## src/rtl/display_scan_ctl_pkg.sv

```systemverilog
// display_scan_ctl_pkg: shared BCD width, calculator state encodings and decoder blank code
package display_scan_ctl_pkg;
  localparam int BCD_BIT_WIDTH = 4;
  typedef enum logic [1:0] {
    OP_A_IN    = 2'd0,
    OP_B_IN    = 2'd1,
    RESULT_OUT = 2'd2
  } calc_state_e;
  localparam logic [BCD_BIT_WIDTH-1:0] DIGIT_BLANK_CODE = 4'hF;
endpackage

```

## src/rtl/display_scan_ctl_prescaler.sv

```systemverilog
// scan_prescaler: modulo-N counter that pulses tick on the enabled cycle where it wraps
module scan_prescaler #(
  parameter int N = 2
) (
  input  logic clk,
  input  logic rst,
  input  logic en,
  output logic tick
);
  localparam int W = N > 1 ? $clog2(N) : 1;
  logic [W-1:0] cnt;
  assign tick = en && cnt == W'(N - 1);
  // count enabled cycles 0..N-1 and wrap on tick
  always_ff @(posedge clk or posedge rst)
    if (rst) cnt <= '0;
    else if (en) cnt <= tick ? '0 : cnt + 1'b1;
endmodule

```

## src/rtl/display_scan_ctl.sv

```systemverilog
// display_scan_ctl: tear-free frame latch and time-multiplexed BCD digit scan; DISPLAY_BLINK_EN adds edited-operand blink
module display_scan_ctl
  import display_scan_ctl_pkg::*;
#(
  parameter int DIGITS    = 4,
  parameter int BCD_W     = BCD_BIT_WIDTH,
  parameter int SCAN_DIV  = 1024,
  parameter int BLINK_DIV = 64
) (
  input  logic                        clk,
  input  logic                        rst,
  input  logic [1:0]                  state,
  input  logic [DIGITS/2*BCD_W-1:0]   op_a,
  input  logic [DIGITS/2*BCD_W-1:0]   op_b,
  input  logic [DIGITS*BCD_W-1:0]     result,
  output logic [BCD_W-1:0]            bcd_out,
  output logic                        blank,
  output logic [DIGITS-1:0]           digit_en_n
);
  localparam int H  = DIGITS / 2;
  localparam int IW = DIGITS > 1 ? $clog2(DIGITS) : 1;
  if (DIGITS < 2 || DIGITS % 2 != 0 || SCAN_DIV < 1 || BLINK_DIV < 1) begin : g_bad_param
    $error("display_scan_ctl: illegal parameter set");
  end
  logic                           tick, boundary, blink, seen;
  logic [IW-1:0]                  idx;
  logic [DIGITS-1:0][BCD_W-1:0]   frame_digit, map_digit;
  logic [DIGITS-1:0]              frame_blank, map_blank;
  logic [DIGITS*BCD_W-1:0]        src;
  scan_prescaler #(.N(SCAN_DIV)) u_scan (
    .clk  (clk),
    .rst  (rst),
    .en   (1'b1),
    .tick (tick)
  );
  assign boundary = tick && idx == IW'(DIGITS - 1);
`ifdef DISPLAY_BLINK_EN
  logic blink_tick;
  scan_prescaler #(.N(BLINK_DIV)) u_blink (
    .clk  (clk),
    .rst  (rst),
    .en   (boundary),
    .tick (blink_tick)
  );
  // blink phase flips every BLINK_DIV frame boundaries, independent of calculator state
  always_ff @(posedge clk or posedge rst)
    if (rst) blink <= 1'b0;
    else if (blink_tick) blink <= ~blink;
`else
  assign blink = 1'b0;
`endif
  // map calculator state to a candidate frame; leftmost position takes the top slice
  always_comb begin
    src = state == OP_A_IN    ? {op_a, (H*BCD_W)'(0)} :
          state == OP_B_IN    ? {op_a, op_b} :
          state == RESULT_OUT ? result : '0;
    map_digit = '0;
    map_blank = '0;
    seen      = 1'b0;
    for (int i = 0; i < DIGITS; i++) begin
      map_digit[i] = src[(DIGITS-1-i)*BCD_W +: BCD_W];
      seen         = seen | (map_digit[i] != '0);
      map_blank[i] = state == RESULT_OUT ? (!seen && i != DIGITS - 1) :
                     state == OP_A_IN    ? (blink && i < H) :
                     state == OP_B_IN    ? (blink && i >= H) : 1'b1;
      if (map_blank[i]) map_digit[i] = '0;
    end
  end
  // scan index advances per tick; the frame is only replaced when the scan wraps
  always_ff @(posedge clk or posedge rst)
    if (rst) begin
      idx         <= '0;
      frame_digit <= '0;
      frame_blank <= '1;
    end else begin
      if (tick) idx <= boundary ? '0 : idx + 1'b1;
      if (boundary) begin
        frame_digit <= map_digit;
        frame_blank <= map_blank;
      end
    end
  assign bcd_out    = frame_digit[idx];
  assign blank      = frame_blank[idx];
  assign digit_en_n = ~(DIGITS'(1) << idx);
endmodule

```

## config.mk

```make
export PLATFORM = sky130hd
export DESIGN_NAME = display_scan_ctl
export DESIGN_NICKNAME = d
export VERILOG_FILES = /design/src/rtl/display_scan_ctl_pkg.sv /design/src/rtl/display_scan_ctl_prescaler.sv /design/src/rtl/display_scan_ctl.sv
export SDC_FILE = /design/constraint.sdc
export NUM_CORES = 1
export LEC_CHECK = 0
export CAP_MARGIN = 20
export CORE_MARGIN = 3
export CORE_UTILIZATION = 47
export DETAILED_ROUTE_END_ITERATION = 10
export GPL_ROUTABILITY_DRIVEN = 0
export GPL_TIMING_DRIVEN = 0
export PLACE_DENSITY = 0.8
export SLEW_MARGIN = 20
export SYNTH_ARGS = -nofsm -noshare
export SYNTH_HDL_FRONTEND = slang
export SYNTH_SLANG_ARGS = --single-unit
```

## constraint.sdc

```tcl
create_clock -name clk -period 2.65 [get_ports clk]
set_input_delay 0.53 -clock clk [delete_from_list [all_inputs] [get_ports clk]]
set_output_delay 0.53 -clock clk [all_outputs]
set_load 0.05 [all_outputs]
```

==> results.txt <==
Status: finished clean
Gate Count Post-Synth: 137
Critical path fanouts, max: 9
Required @ worst endpoint: 2.12 ns
Reg clk slew, reported paths: 0.07 ns
Flops & latches, synth: 32
Routed Antenna Nets: 0
Die area: 4560 µm²
DR iter-0 viols: 36
Seq/Total Area, Yosys: 45.3%
Area leader, netlist: dfrtp_1
Worst Reg-to-Reg Cells: 5
Worst Path Arrival: 2.02 ns
Worst slew pin tran: 0.664 ns
Warnings, synthesis: 0
Slew Viols, Final: 0
Grt ovf: 0
Register Area: 806 µm²
PD cells: 410 nW/µm²
Avg Cell Area, Syn: 13.0 µm²
Crit-path max cell delay: 0.79 ns
Wirelength, routed: 4.01 mm
Endpoints failing hold: 0
Worst-Skew Late Latency: 0.29 ns
# rows: 21
CTS tree: done
Starting density of the core: 50.9%
Vias: 1282
Netlist Area Pre-Place: 1780 µm²
Fill cell count: 253
DRC viols: 0
Fraction of layout cells with a size suffix above 1: 24.3%
First-pass GRT wire length: 6.69 mm
Max Fclk: 392 MHz
DP Worst Slack: 0.230 ns
Yosys cell types: 31
Leakage Power: 1.09 nW
Antenna violations before repair: 0
Final Skew: 0.00753 ns
Sink Count: 32
Worst Setup End Kind: primary output
Tmin final: 2.55 ns
Avg Vias per Cell: 5.46
Root Driver: clkbuf_8
Maximum clock insertion buffer count: 2
Post-synth top area share: 39.4%
Reg2reg end: frame_digit[7]
PnR worst setup slack: 0.0985 ns
Critical path's top delay family: buffers and inverters
Hold path endpoint: frame_blank[0]
# nets final: 229
Core box area: 3490 µm²
Multi-input gate area: 883 µm²
Final TNS setup: 0 ns
Die Span Y: 67.5 µm
Vias in the first global route: 1427
WL/cell: 17.1 µm
Worst R2R Start: idx[1]
Tcrit/Tclk final: 96.3%
Slowest cell on crit path: clkdlybuf4s50_1
Synthesis-to-finish area growth: 33.0%
Count of input and output buffers: 44
Peak supply drop: 0.267 mV
Syn Nets: 178
ANT cells: 0
Rel. slew slack: 55.7%
Max_cap viols: 0
Most used cell, CP: inv_1
Setup violators final: 0
Bufs and invs on worst path: 3
Reg-to-reg slack, setup: 0.80 ns
Cell chain of the critical path: inv_1 > ha_1 > inv_1 > clkdlybuf4s50_1
CTS Buf Count: 5
Post-CTS Setup Bufs: 0
DRT Pass-1 Iters: 4
Hold depth: 2
CTS H-Tree Depth: 2
Tot GR Track Use: 20.5%
Crit Path Class: reg -> out
Hold_sp: frame_blank[0]
Ranking of synthesized cells by area: dfrtp_1 (39%), mux2_4 (8.4%), a22o_1 (7.9%)
Hold Path Class: reg -> reg
Detail Placement HPWL: 3.07 mm
Largest net degree at the start of global routing: 33
Die W: 67.5 µm
Startpoint Class: flop
Total I/O pin count: 45
RSZ-0062 raised after global routing: no
-- per-layer routing --
layer	up-vias	track usage, %	routed length [µm]	share of wire (%)
met5	-	0	0	0
met4	0	9.11	65	1.6
met1	636	24.8	1760	44
li1	610	-	-	-
met2	31	33.7	2000	50
met3	5	6.16	191	4.8
-- registers in the layout, indices dropped and copies added, names as in the netlist --
name         cells
frame_digit     16
u_scan.cnt      10
frame_blank      4
idx              2
-- worst max path at each step --
stage,endpoint,slack (ns),cells past startpoint,from
5_1_grt,digit_en_n[1],0.03,4,idx[1]
2_1_floorplan,bcd_out[0],0.88,2,idx[0]
3_3_place_gp,blank,0.25,3,idx[0]
4_1_cts,digit_en_n[2],0.02,5,idx[0]
3_5_place_dp,blank,0.23,3,idx[0]
6_report,digit_en_n[1],0.1,4,idx[1]
-- layout make-up --
| type | count | area share, % |
|---|---|---|
| Multi-Input combinational cell | 88 | 37.4 |
| Inverter | 11 | 1.75 |
| Tap cell | 46 | 2.43 |
| Buffer | 6 | 2.01 |
| Sequential cell | 32 | 34.1 |
| Timing Repair Buffer | 44 | 18.6 |
| Clock buffer | 8 | 3.81 |
-- placed cells by master, fill, tap and decap left out, drive strengths merged, types with 6 or more instances in the layout --
cell,Yosys,layout
a22o,16,16
nand3,6,6
clkbuf,0,8
buf,6,6
mux2,19,19
dfrtp,28,28
clkdlybuf4s50,0,37
inv,11,11
-- cells by family (layout without fill, tap and decap cells) --
| family | after synthesis | after routing | synth area share (%) |
|---|---|---|---|
| AND/OR/NAND/NOR | 28 | 28 | 11.4 |
| XOR/XNOR | 5 | 5 | 2.46 |
| AO/OA/AOI/OAI | 25 | 25 | 11.3 |
| buffers and inverters | 17 | 69 | 5.00 |
| flip-flops | 32 | 32 | 45.3 |
| adder cells (fa/ha/maj) | 5 | 5 | 3.52 |
| multiplexers | 25 | 25 | 21.0 |
-- power by group --
part	internal, W	switching, W
combinational	0.0000629	0.0000366
clock	0.000211	0.000171
sequential	0.000489	0
total	0.000763	0.000207
-- worst register-to-register path: stages, from the launching register on --
cell and delay [ns]:
dfrtp_1 0.56, ha_1 0.27, nand4_1 0.17, nor3_4 0.20, buf_6 0.21, mux2_4 0.32
-- cell usage after synthesis (all sizes together) --
cell type / n
nand4: 3
inv: 11
xor2: 3
xnor2: 2
a21oi: 2
mux2: 19
and2: 1
a22o: 16
ha: 5
buf: 6
nand2: 1
mux2i: 1
a2bb2oi: 2
o21ai: 3
dfrtp: 28
nor2: 3
nor2b: 3
a21o: 1
and3: 1
nand3: 6
dfstp: 4
nor3: 3
or3: 2
mux4: 5
nor4: 5
a211o: 1
-- what timing repair did --
item,CTS,global route
gates resized for setup,5,2
hold buffers,0,0
setup endpoints to repair,5,2
-- metrics by stage --
stage	util, %	area, µm²	hold WS [ns]	power [W]	std cells
2_1_floorplan	-	1780	0.442	0.000532	137
4_1_cts	67.5	2360	0.475	0.000986	235
5_1_grt	67.7	2360	0.505	0.00101	235
6_report	67.7	2360	0.470	0.000970	235
3_5_place_dp	65.1	2280	0.464	0.000597	227
3_3_place_gp	65.1	2280	0.456	0.000594	227
No activity file was read; power rests on OpenSTA's default activity.
